<file path="src/rtl/rr_arb_mux_4to1.sv">
// Round-robin 4:1 arbiter/mux with a one-entry registered output stage (valid/ready).
// Optional burst mode via ARB_BURST_EN: a winner keeps priority for up to MAX_BURST grants.
module rr_arb_mux_4to1 #(
  parameter int N         = 8,
  parameter int MAX_BURST = 4
) (
  input  logic           clk,
  input  logic           rst,
  input  logic [3:0]     req_valid,
  input  logic [4*N-1:0] req_data,
  output logic [3:0]     req_ready,
  output logic           out_valid,
  output logic [N-1:0]   out_data,
  output logic [1:0]     out_src,
  input  logic           out_ready
);

  if (MAX_BURST < 1 || MAX_BURST > 16) begin : g_bad_max_burst
    $error("rr_arb_mux_4to1: MAX_BURST must be in 1..16");
  end

  logic [1:0]   ptr_r;
  logic [1:0]   ptr_nxt_s;
  logic         load_s;
  logic         any_s;
  logic [1:0]   win_s;
  logic [1:0]   idx_s;
  logic         grant_s;
  logic [N-1:0] mux_s;

`ifdef ARB_BURST_EN
  logic [3:0] cnt_r;
  logic [3:0] cnt_nxt_s;
  logic [4:0] run_s;
`endif

  assign load_s  = !out_valid || out_ready;
  assign grant_s = load_s && any_s;

  // Scan from the priority pointer; the first valid requester wins.
  always_comb begin
    any_s = 1'b0;
    win_s = 2'd0;
    idx_s = 2'd0;
    for (int k = 0; k < 4; k++) begin
      idx_s = ptr_r + 2'(k);
      if (!any_s && req_valid[idx_s]) begin
        any_s = 1'b1;
        win_s = idx_s;
      end else begin
        any_s = any_s;
      end
    end
  end

  // One-hot grant; forced low while reset is held.
  always_comb begin
    req_ready = 4'b0000;
    if (grant_s && !rst) begin
      req_ready[win_s] = 1'b1;
    end else begin
      req_ready = 4'b0000;
    end
  end

  // Data mux: select index i routes requester i's slice.
  always_comb begin
    case (win_s)
      2'd0:    mux_s = req_data[0*N +: N];
      2'd1:    mux_s = req_data[1*N +: N];
      2'd2:    mux_s = req_data[2*N +: N];
      2'd3:    mux_s = req_data[3*N +: N];
      default: mux_s = req_data[0*N +: N];
    endcase
  end

`ifdef ARB_BURST_EN
  // A fresh winner starts a new run; the run ends when it reaches MAX_BURST.
  always_comb begin
    run_s = (win_s == ptr_r) ? ({1'b0, cnt_r} + 5'd1) : 5'd1;
    if (run_s >= 5'(MAX_BURST)) begin
      ptr_nxt_s = win_s + 2'd1;
      cnt_nxt_s = 4'd0;
    end else begin
      ptr_nxt_s = win_s;
      cnt_nxt_s = run_s[3:0];
    end
  end

  // Burst counter state.
  always_ff @(posedge clk or posedge rst) begin
    if (rst) begin
      cnt_r <= 4'd0;
    end else if (grant_s) begin
      cnt_r <= cnt_nxt_s;
    end
  end
`else
  // Plain round-robin: priority moves just past the last winner.
  always_comb begin
    ptr_nxt_s = win_s + 2'd1;
  end
`endif

  // Output register and priority pointer.
  always_ff @(posedge clk or posedge rst) begin
    if (rst) begin
      out_valid <= 1'b0;
      out_data  <= '0;
      out_src   <= 2'd0;
      ptr_r     <= 2'd0;
    end else if (load_s) begin
      if (any_s) begin
        out_valid <= 1'b1;
        out_data  <= mux_s;
        out_src   <= win_s;
        ptr_r     <= ptr_nxt_s;
      end else begin
        out_valid <= 1'b0;
      end
    end
  end

endmodule

</file>
<file path="config.mk">
export PLATFORM = sky130hd
export DESIGN_NAME = rr_arb_mux_4to1
export DESIGN_NICKNAME = d
export VERILOG_FILES = /design/src/rtl/rr_arb_mux_4to1.sv
export SDC_FILE = /design/constraint.sdc
export NUM_CORES = 1
export LEC_CHECK = 0
export BUFFER_PORTS_ARGS = -buffer_cell sky130_fd_sc_hd__buf_2
export CORE_MARGIN = 8
export CORE_UTILIZATION = 49
export CTS_BUF_LIST = sky130_fd_sc_hd__clkbuf_4
export DETAILED_ROUTE_END_ITERATION = 10
export HOLD_SLACK_MARGIN = 0.12
export PLACE_DENSITY_LB_ADDON = 0.12
export REMOVE_ABC_BUFFERS = 1
export SLEW_MARGIN = 20
export SYNTH_ARGS = -nofsm -noshare
export SYNTH_HDL_FRONTEND = slang
export SYNTH_SLANG_ARGS = --single-unit
</file>
<file path="constraint.sdc">
create_clock -name clk -period 7.2 [get_ports clk]
set_clock_uncertainty 0.05 [all_clocks]
set_input_delay 0.36 -clock clk [delete_from_list [all_inputs] [get_ports clk]]
set_output_delay 0.36 -clock clk [all_outputs]
set_load 0.01 [all_outputs]
</file>
# [After elaboration in Yosys (flattened, before gate mapping)]
# Index checks and enable logic that the tools add are counted.
[totals] regBits=13 input_bits=39 output_inout_bits=15 wordCells=52
[op_classes] add_sub_neg=4 magnitude_cmp=6 n_eq_ne=3 mux=21 reduce_logical=14
[op_table] op="$pmux W8 S4" n=1
[op_table] op="$lt A2 B3 Y1 const B" n=5
[op_table] op="$mux W1" n=10
[op_table] op="$bmux W1 S2" n=4
[op_table] op="$mux W2" n=4
[op_table] op="$logic_and A1 B1 Y1" n=6
[op_table] op="$logic_not A1 Y1" n=5
[op_table] op="$add A2 B1 Y2 const B" n=2
[op_table] op="$add A2 B2 Y2 const B" n=2
[op_table] op="$eq A2 B2 Y1 const B" n=2
[op_table] op="$mux W4" n=1
[op_table] op="$demux W1 S2" n=1
[op_table] op="$eq A2 B1 Y1 const B" n=1
[op_table] op="$ge A2 B1 Y1 const B" n=1
[op_table] op="$logic_not A2 Y1" n=1
[op_table] op="$reduce_and A2 Y1" n=1
[op_table] op="$logic_or A1 B1 Y1" n=1

# [Logic depth before layout (Yosys ltp)]
# Gate-level depths: netlist of the first run.
[logic_depth] word_depth=17 mapped_depth=8 ltp_nobuf=7

# [Worst setup path after synthesis of the first run]
# OpenSTA, ideal clock, no wires.
[synth_timing] path_type="register to register" startpoint="register ptr_r[1]" endpoint="register out_data[3]" setup_ns=0.125 arrival_ns=2.393 t_required_ns=7.025 path_slack_ns=4.632 stages_incl_launch_ff=9 n_path_buf=1 synth_period_minus_slack_ns=2.568 cell_sequence="dfrtp_1 -> mux2i_1 -> nor2_1 -> or4_2 -> ha_1 -> clkbuf_1 -> a222oi_1 -> mux2i_1 -> mux2_4"
[synth_between] elab_chain_len=14 elab_cells_between_ends=31 classes_between="3 x add/sub; 3 x eq/ne; 17 x mux; 8 x reduce/logical"
[synth_lines] item="start, declared" line="22" rtl="logic [1:0] ptr_r;"
[synth_lines] item="start signal, assigned" line="117" rtl="ptr_r <= ptr_nxt_s;"
[synth_lines] item="parallel branches: the longest is 14 deep, another holds $add A2 B1 Y2"
[synth_lines] item="end signal, assigned" line="115" rtl="out_data <= mux_s;"
[synth_lines] item="end, declared" line="13" rtl="output logic [N-1:0] out_data,"
# Parallel ways; which one is timed is not known. The select of a mux whose other input is x is not followed.
# A chain may end at the register's enable or synchronous reset.

# [Worst setup path after layout of the first run]
[layout_timing] startpoint="register ptr_r[1]" endpoint="output req_ready[2]"
[layout_between] elab_chain_len=17 elab_cells_between_ends=33 classes_between="3 x add/sub; 2 x order compare; 19 x mux; 9 x reduce/logical"
[layout_lines] item="parallel branches: the longest is 16 deep, another holds $lt A2 B3 Y1"
[layout_lines] item="$mux W4 (*)" line="59" rtl="if (grant_s && !rst) begin"
[layout_lines] item="end, declared" line="11" rtl="output logic [3:0] req_ready,"
# Mark *: on every way between the ends. The select of a mux whose other input is x is not followed.

==> flow_metrics.env, run 1 <==
export IMPL_leakage_nw=0.666
export IMPL_clock_sinks=13
export IMPL_max_slew_worst_pin_slew_ps=733
export IMPL_drcViolationCount=0
export IMPL_ios=54
export IMPL_relSlewSlack_pct=51.2
export IMPL_wirelength_mm=2.69
export IMPL_multi_input_area_sq_um=571
export IMPL_ant_nets=0
export IMPL_yosysUniqueCellTypes=29
export IMPL_clock_fmax_mhz=354
export IMPL_globalRouteMet3Util_pct=4.66
export IMPL_critical_path_class="reg -> out"
export IMPL_cts_tree="built"
export IMPL_end_kind="output port"
export IMPL_worstPathRequired_ps=6790
export IMPL_grt_first_pass_wirelength_mm=4.00
export IMPL_slew_viol_final=0
export IMPL_crit_fanout=9
export IMPL_drt_initial_drc_count=57
export IMPL_cts_buffers=3
export IMPL_post_cts_resized=0
export IMPL_grt_max_degree=17
export IMPL_grt_pass1_vias=899
export IMPL_use_met2_pct=25.6
export IMPL_h_tree_depth=1
export IMPL_cts_setup_buffers=0
export IMPL_synth_seq_cells=13
export IMPL_holdWs_ps=92.8
export IMPL_yosysWarnings=0
export IMPL_core_area_sq_um=1920
export IMPL_top_usage_layer="met2"
export IMPL_dp_hpwl_mm=2.20
export IMPL_worst_ir_drop_vdd_mv=0.180
export IMPL_final_common_cell="buf_2"
export IMPL_rsz0062_at_grt="false"
export IMPL_regArea_sq_um=325
export IMPL_routed_via_count=892
export IMPL_fin_ws_ps=4370
export IMPL_nFillCells=171
export IMPL_mostFrequentLayoutCells="buf_2, dfrtp_1, inv_1"
export IMPL_diodes=0
export IMPL_drive_gt1_share_pct=51.4
export IMPL_gp_congestion=0.789
export IMPL_finalHoldViolCount=0
export IMPL_fp_dieH_microns=60.8
export IMPL_gr_usage_met1_pct=15.2
export IMPL_post_drt_wl_per_cell_microns=16.1
export IMPL_clk_pin_slew_ps=100
export IMPL_r2r_slack_ps=4480
export IMPL_setup_viol=0
export IMPL_start_util_pct=51.2
export IMPL_regToRegStartpoint="ptr_r[1]"
export IMPL_worstPathArrival_ps=2420
export IMPL_nets=185
export IMPL_clock_latency_ps=280
export IMPL_cp_start_kind="flip-flop"
export IMPL_die_w_microns=60.8
export IMPL_critPathLaunch="ptr_r[1]"
export IMPL_p_per_area_nw_per_um2=302
export IMPL_min_delay_path_class="in -> async"
export IMPL_clockBufferDepth=2
export IMPL_status="completed"
export IMPL_dp_slack_ps=4410
export IMPL_overflow=0
export IMPL_synth_cells=89
export IMPL_drt_vias_per_instance=5.34
export IMPL_die_area_sq_um=3700
export IMPL_portBuffers=53
export IMPL_fin_setup_tns_ps=0
export IMPL_place_inst=163
export IMPL_cts_hold_fix_buffers=0
export IMPL_grt_usage_pct=14.2
export IMPL_area_growth_pct=28.5
export IMPL_drv_cap=0
export IMPL_dr_pass1_iters=8
export IMPL_ys_seq_area_share_pct=33.1
export IMPL_rows=16
export IMPL_syn_area_per_cell_sq_um=11.0
export IMPL_finalNonFillerCells=167
export IMPL_finalCritPeriodShare_pct=39.3
export IMPL_antenna_found_initial=0
export IMPL_syn_area_sq_um=983
export IMPL_fin_crit_ps=2830
export IMPL_cts_root_buf="clkbuf_4"
export IMPL_power_total_w=0.000381
[cell usage after synthesis, drive strengths merged]
cell type / count / area share [%]
ha: 5 / 6.4
mux2: 9 / 12
a221oi: 1 / 0.89
and2b: 2 / 1.9
o41a: 1 / 1.1
mux2i: 9 / 9.2
or2b: 3 / 2.3
clkbuf: 3 / 1.1
o21ai: 3 / 1.5
a222oi: 8 / 8.1
a21oi: 2 / 1.0
o31ai: 1 / 0.76
nand2b: 1 / 0.64
buf: 3 / 3.6
nor3b: 4 / 3.1
inv: 11 / 4.2
dfrtp: 13 / 33
nor2: 3 / 1.1
nor4: 2 / 2.8
or4: 1 / 0.89
nand2: 1 / 0.38
or2: 2 / 1.3
o41ai: 1 / 2.8
[metal layers]
layer  up-vias  part of all wire, %
met5         -                    0
met4         0                 0.60
met3         2                   12
met2        41                   49
met1       413                   39
li1        436                    -
[path summary, 6_finish.rpt]
path,end,cells past startpoint
setup / recovery,req_ready[2],6
min in group clk,out_valid,3
setup reg to reg,out_data[5],7
hold reg to reg,out_data[7],1
hold / removal,out_data[5],2
max in group asynchronous,ptr_r[1],2
[critical path, cell delays in order, from the launching register on]
cell	delay [ps]
dfrtp_1	420
mux2i_1	200
nor2_1	120
or4_2	710
ha_1	350
nor3b_1	180
buf_2	170
[power by group]
part           internal (W)  switching (W)
combinational      0.000110       0.000103
clock             0.0000206      0.0000274
sequential         0.000103      0.0000169
total              0.000234       0.000148
[per-stage QoR]
| step | utilization, % | instance area [sq um] |
|---|---|---|
| floorplan | - | 937 |
| global placement | 64.3 | 1240 |
| detailed placement | 64.3 | 1240 |
| CTS | 65.8 | 1260 |
| global route | 65.8 | 1260 |
| finish | 65.8 | 1260 |
[flip-flops by register name, summed over array words and instances, names as in the netlist]
name and cells:
out_data 8, out_src 2, out_valid 1, ptr_r 2
[cell type report]
type                            count  area share, %
Inverter                           11           3.27
Multi-Input combinational cell     59           45.1
Clock inverter                      1          0.396
Timing Repair Buffer               53           21.0
Tap cell                           27           2.67
Clock buffer                        3           1.78
Sequential cell                    13           25.7
[logic make-up (layout without fill, tap and decap cells)]
| family | count (synthesis) | count (layout) | synth area share [%] |
|---|---|---|---|
| compound gates | 17 | 17 | 16.3 |
| fa+ha+maj | 5 | 5 | 6.36 |
| buf+inv | 17 | 68 | 8.91 |
| flops | 13 | 13 | 33.1 |
| mux | 18 | 18 | 21.0 |
| simple gates | 19 | 19 | 14.4 |
Note: power is estimated with default switching activity, not from simulation.
==> inputs of run 2 (changes only) <==
- ABC_AREA: not set -> 1
- CORE_UTILIZATION: 49 -> 42
- clock period: 7.2 -> 2.54 ns (I/O delays scaled with it)
==> run 2 against run 1 <==
Effect of this change: sequential cell count stayed put; register-to-register slack worse by 4200 ps; combinational power grew to 9.9 times the previous value; core utilization fell by 4.7 points; via count is 41% higher; synthesized cell count rose by 85%; global-route usage is 0.55 points lower; die area is 20% higher; critical endpoint unchanged; largest cell class unchanged; largest power group unchanged.
==> flow_metrics.env, run 2 <==
export IMPL_antenna_found_initial=0
export IMPL_clk_pin_slew_ps=80
export IMPL_rows=18
export IMPL_yosysWarnings=0
export IMPL_yosysMostFrequentCell="nand2_1"
export IMPL_p_per_area_nw_per_um2=1750
export IMPL_use_met2_pct=25.0
export IMPL_dp_hpwl_mm=2.53
export IMPL_wirelength_mm=3.24
export IMPL_dr_pass1_iters=4
export IMPL_synth_top_cells_by_count="nand2_1, inv_1, dfrtp_1, nand3_1, o21ai_0"
export IMPL_ant_nets=0
export IMPL_drcViolationCount=0
export IMPL_cts_tree="built"
export IMPL_status="completed"
export IMPL_crit_slowest_cell="dfrtp_2"
export IMPL_relSlewSlack_pct=80.0
export IMPL_grt_max_degree=21
export IMPL_largest_reg_flops=8
export IMPL_finalHoldViolCount=0
export IMPL_place_area_sq_um=1370
export IMPL_end_kind="output port"
export IMPL_routed_via_count=1259
export IMPL_ys_seq_area_share_pct=30.4
export IMPL_finalCritPeriodShare_pct=94.0
export IMPL_power_total_w=0.00263
export IMPL_grt_first_pass_wirelength_mm=4.93
export IMPL_synth_top_area_share_pct=30.4
export IMPL_final_common_cell="nand2_1"
export IMPL_ios=54
export IMPL_die_w_microns=66.5
export IMPL_drive_gt1_share_pct=36.9
export IMPL_ys_flop_type="dfrtp_1"
export IMPL_fin_ws_ps=151
export IMPL_critical_path_class="reg -> out"
export IMPL_gr_usage_met1_pct=14.6
export IMPL_holdWs_ps=150
export IMPL_largest_register="out_data"
export IMPL_cp_top_family="buffers and inverters"
export IMPL_gp_congestion=0.895
export IMPL_diodes=0
export IMPL_synth_seq_cells=13
export IMPL_area_growth_pct=40.0
export IMPL_core_area_sq_um=2450
export IMPL_globalRouteMet3Util_pct=3.69
export IMPL_worstPathArrival_ps=2210
export IMPL_drt_initial_drc_count=86
export IMPL_syn_area_sq_um=1070
export IMPL_cts_root_buf="clkbuf_4"
export IMPL_start_util_pct=43.6
export IMPL_crit_fanout=9
export IMPL_yosys_area_top_type="dfrtp_1"
export IMPL_synthArstFlopShare_pct=100
export IMPL_cp_start_kind="flip-flop"
export IMPL_fin_crit_ps=2390
export IMPL_drv_cap=0
export IMPL_post_drt_wl_per_cell_microns=12.7
export IMPL_nets=270
export IMPL_grt_pass1_vias=1152
export IMPL_clock_sinks=13
export IMPL_cts_buffers=3
export IMPL_yosysUniqueCellTypes=19
export IMPL_die_area_sq_um=4420
export IMPL_syn_area_per_cell_sq_um=6.49
export IMPL_largest_registers="out_data x8, out_src x2, ptr_r x2"
export IMPL_mostFrequentLayoutCells="nand2_1, buf_2, inv_1"
export IMPL_max_slew_worst_pin_slew_ps=297
export IMPL_worst_path_buf_inv=5
export IMPL_cpPeakStageDelay_ps=460
export IMPL_slew_viol_final=0
export IMPL_top_usage_layer="met2"
export IMPL_h_tree_depth=1
export IMPL_worstPathRequired_ps=2360
export IMPL_crit_path_cell_trace="buf_4, nand2_1, nand2_1, o21ai_0, nand3_2, inv_1, nor2_4, inv_2, ha_4, inv_1, nor2_1, buf_2"
export IMPL_clockBufferDepth=2
export IMPL_worst_ir_drop_vdd_mv=0.883
export IMPL_clock_latency_ps=270
export IMPL_clock_fmax_mhz=419
export IMPL_overflow=0
export IMPL_leakage_nw=0.843
export IMPL_synthTopCellsByArea="dfrtp_1, nand2_1, inv_1"
export IMPL_drt_vias_per_instance=4.94
export IMPL_synth_cells=165
export IMPL_min_delay_path_class="in -> reg"
export IMPL_fp_dieH_microns=66.5
export IMPL_grt_usage_pct=13.6
export IMPL_synth_edf_count=0
export IMPL_portBuffers=53
export IMPL_setup_viol=0
export IMPL_dp_slack_ps=9.19
export IMPL_r2r_slack_ps=270
export IMPL_stdcell_area_sq_um=1500
-- run 2: cell types whose count changed in the layout (fill, tap and decap cells not counted), moves of 5 or more --
| cell | before | now |
|---|---|---|
| mux2i_1 | 9 | 0 |
| a222oi_1 | 8 | 0 |
| buf_4 | 0 | 8 |
| mux2_2 | 5 | 0 |
| nand2_2 | 0 | 6 |
| inv_1 | 11 | 23 |
| nand3_1 | 0 | 9 |
| a21oi_1 | 2 | 8 |
| o21ai_0 | 3 | 9 |
| a32o_1 | 0 | 8 |
| nand2_1 | 1 | 57 |
-- run 2: cell families (layout without fill, tap and decap cells) --
group | Yosys count | count (layout) | share of synthesized area, %
simple gates | 83 | 83 | 32.8
buf+inv | 35 | 95 | 13.7
compound gates | 29 | 29 | 17.3
flops | 13 | 13 | 30.4
fa+ha+maj | 5 | 5 | 5.84
-- run 2: stage by stage --
| step | setup TNS (ps) | instances | util (%) |
|---|---|---|---|
| after floorplan | 0 | 157 | - |
| after global placement | 0 | 245 | 55.7 |
| after detailed placement | 0 | 245 | 55.7 |
| after CTS | -46.1 | 251 | 58.0 |
| after global routing | -17.1 | 255 | 61.1 |
| final | 0 | 255 | 61.1 |
-- run 2: what timing repair did --
| action | 4_1_cts | 5_1_grt |
|---|---|---|
| hold buffers | 2 | 0 |
| pin swaps | 0 | 2 |
| setup buffers | 0 | 4 |
| endpoints found under the setup margin | 6 | 12 |
| endpoints found under the hold margin | 14 | 0 |
| resized for setup | 3 | 11 |
-- run 2: metal layers --
layer	share of wire, %	vias to the layer above	wire length [microns]
li1	-	643	-
met2	51	52	1670
met3	11	2	344
met4	0.96	0	31
met5	0	-	0
met1	37	562	1200
-- run 2: layout make-up --
type	instances	area, sq um
repair buffers	64	357
multi-input cells	117	647
well taps	30	37.5
fillers	244	956
clock buffers	4	30.0
inverters	27	101
flip-flops and latches	13	327
-- run 2: final timing paths --
kind,end,cells after the start,start
setup / recovery,req_ready[2],12,ptr_r[0]
hold / removal,out_data[2],4,req_data[2]
setup reg to reg,out_data[5],12,ptr_r[0]
hold reg to reg,out_src[1],2,out_src[1]
max in group asynchronous,ptr_r[0],4,rst
min in group asynchronous,out_data[2],4,rst
-- run 2: worst min-delay path: cells and delay by family --
family | cells | cell delay [ps]
AO/OA/AOI/OAI | 2 | 170
buffers and inverters | 2 | 150
-- run 2: where the power goes --
group          internal (W)  leakage (nW)  switching (W)  total (W)
logic              0.000944         0.669        0.00115    0.00210
registers          0.000319         0.155      0.0000708   0.000390
clock network     0.0000714        0.0184      0.0000691   0.000140
total               0.00133         0.843        0.00129    0.00263
==> inputs of run 3 (changes only) <==
--- a/constraint.sdc
+++ b/constraint.sdc
@@ -3,3 +3,3 @@
 set_input_delay 0.127 -clock clk [delete_from_list [all_inputs] [get_ports clk]]
 set_output_delay 0.127 -clock clk [all_outputs]
-set_load 0.01 [all_outputs]
+set_load 0.005 [all_outputs]
==> run 3 against run 2 <==
Effect of this change: fmax up 0.86%; largest cell class unchanged; routed wire length about the same; critical path type unchanged; hold slack about the same; setup slack better by 20 ps.
==> flow_metrics.env, run 3 (same netlist as run 2, synthesis figures left out) <==
export IMPL_largest_reg_flops=8
export IMPL_fin_crit_ps=2370
export IMPL_portBuffers=53
export IMPL_post_drt_wl_per_cell_microns=12.7
export IMPL_largest_registers="out_data x8, out_src x2, ptr_r x2"
export IMPL_end_kind="output port"
export IMPL_critical_path_class="reg -> out"
export IMPL_worst_path_buf_inv=4
export IMPL_final_util_pct=60.9
export IMPL_crit_slowest_cell="dfrtp_2"
export IMPL_worstPathArrival_ps=2190
export IMPL_r2r_slack_ps=270
export IMPL_clock_fmax_mhz=422
export IMPL_fp_dieH_microns=66.5
export IMPL_dp_hpwl_mm=2.53
export IMPL_cp_start_kind="flip-flop"
export IMPL_clock_latency_ps=270
export IMPL_overflow=0
export IMPL_grt_pass1_vias=1152
export IMPL_die_area_sq_um=4420
export IMPL_final_common_cell="nand2_1"
export IMPL_drcViolationCount=0
export IMPL_clk_pin_slew_ps=80
export IMPL_dr_wl_met3_microns=354
export IMPL_gp_congestion=0.895
export IMPL_dp_slack_ps=9.19
export IMPL_ios=54
export IMPL_routed_via_count=1264
export IMPL_crit_path_frequent_cell="nand2_1"
export IMPL_antenna_found_initial=0
export IMPL_place_area_sq_um=1370
export IMPL_clockBufferDepth=2
export IMPL_crit_fanout=9
export IMPL_status="completed"
export IMPL_top_layer="met4"
export IMPL_relSlewSlack_pct=80.0
export IMPL_die_w_microns=66.5
export IMPL_finalCritPeriodShare_pct=93.2
export IMPL_cts_buffers=3
export IMPL_cts_root_buf="clkbuf_4"
export IMPL_wirelength_mm=3.24
export IMPL_nFillCells=245
export IMPL_max_slew_worst_pin_slew_ps=296
export IMPL_drive_gt1_share_pct=36.9
export IMPL_drt_met1_wl_mm=1.19
export IMPL_setup_viol=0
export IMPL_power_total_w=0.00256
export IMPL_slew_viol_final=0
export IMPL_cpPeakStageDelay_ps=460
export IMPL_rows=18
export IMPL_area_growth_pct=39.6
export IMPL_drt_initial_drc_count=78
export IMPL_drv_cap=0
export IMPL_p_per_area_nw_per_um2=1710
export IMPL_grt_first_pass_wirelength_mm=4.93
export IMPL_min_delay_path_class="in -> reg"
export IMPL_mostFrequentLayoutCells="nand2_1, buf_2, inv_1"
export IMPL_crit_path_cell_trace="buf_4, nand2_1, nand2_1, nand2_1, nand2_2, nor2_4, nand3_1, nand3_1, nand2_2, inv_2, ha_4, inv_1, nor2_1, buf_2"
export IMPL_h_tree_depth=1
export IMPL_worst_ir_drop_vdd_mv=0.880
export IMPL_start_util_pct=43.6
export IMPL_grt_usage_pct=13.6
export IMPL_grt_max_degree=21
export IMPL_ant_nets=0
export IMPL_drt_vias_per_instance=4.96
export IMPL_dr_pass1_iters=4
export IMPL_regArea_sq_um=327
export IMPL_leakage_nw=0.842
export IMPL_multi_input_area_sq_um=647
export IMPL_finalHoldViolCount=0
export IMPL_nets=270
export IMPL_worstPathRequired_ps=2360
export IMPL_diodes=0
export IMPL_fin_ws_ps=172
export IMPL_wl_met2_mm=1.66
export IMPL_stdcell_area_sq_um=1500
export IMPL_clock_sinks=13
export IMPL_core_area_sq_um=2450
export IMPL_largest_register="out_data"
export IMPL_cp_top_family="simple AND/OR/NAND/NOR gates"
export IMPL_cts_tree="built"
-- run 3: cell count changes in the layout (fill, tap and decap cells not counted) --
cell,previous run,this run
buf_4,8,9
buf_6,1,0
-- run 3: power breakdown --
| part | switching (W) | internal (W) | total [W] |
|---|---|---|---|
| clock | 0.0000691 | 0.0000714 | 0.000141 |
| combinational | 0.00111 | 0.000925 | 0.00203 |
| sequential | 0.0000708 | 0.000319 | 0.000390 |
-- run 3: worst paths after layout --
path	start	endpoint	cells after the start
hold / removal	req_data[2]	out_data[2]	4
max in group asynchronous	rst	ptr_r[0]	4
min in group asynchronous	rst	out_data[1]	4
setup / recovery	ptr_r[0]	req_ready[3]	14
setup reg to reg	ptr_r[0]	out_data[5]	14
hold reg to reg	out_src[1]	out_src[1]	2
-- run 3: worst reg2reg max path, cell delays in order (launching register included) --
cell and delay (ps):
dfrtp_2 460, buf_4 160, nand2_1 60, nand2_1 90
nand2_1 110, nand2_2 70, nor2_4 110, nand3_2 90
inv_1 120, nor2_4 50, inv_2 120, ha_4 250
a21oi_1 60, a32o_1 220, o21ai_0 170
-- run 3: metal layers --
| layer | global-route usage, % | vias to the layer above |
|---|---|---|
| met5 | 0 | - |
| met2 | 25.0 | 56 |
| met1 | 14.6 | 563 |
| met3 | 3.69 | 2 |
| met4 | 4.80 | 0 |
| li1 | - | 643 |
-- run 3: what timing repair did --
item                                    CTS  global route
buffers inserted                          0             4
pin swaps                                 0             2
hold buffers                              2             0
resized for setup                         3            10
endpoints found under the setup margin    6            12
endpoints found under the hold margin    14             0
-- run 3: area by class of cell --
cell class,count,share of cell area [%]
multi-input combinational,117,43.3
timing repair buffer,64,23.6
sequential,13,21.8
inverter,27,6.78
tap,30,2.51
clock buffer,4,2.01
-- run 3: stage by stage --
stage,hold WS [ps],instances,TNS [ps]
after floorplan,-37.8,157,0
after global placement,75.8,245,0
after detailed placement,83.4,245,0
after CTS,142,251,-11.1
after global routing,153,255,-7.61
final,150,255,0
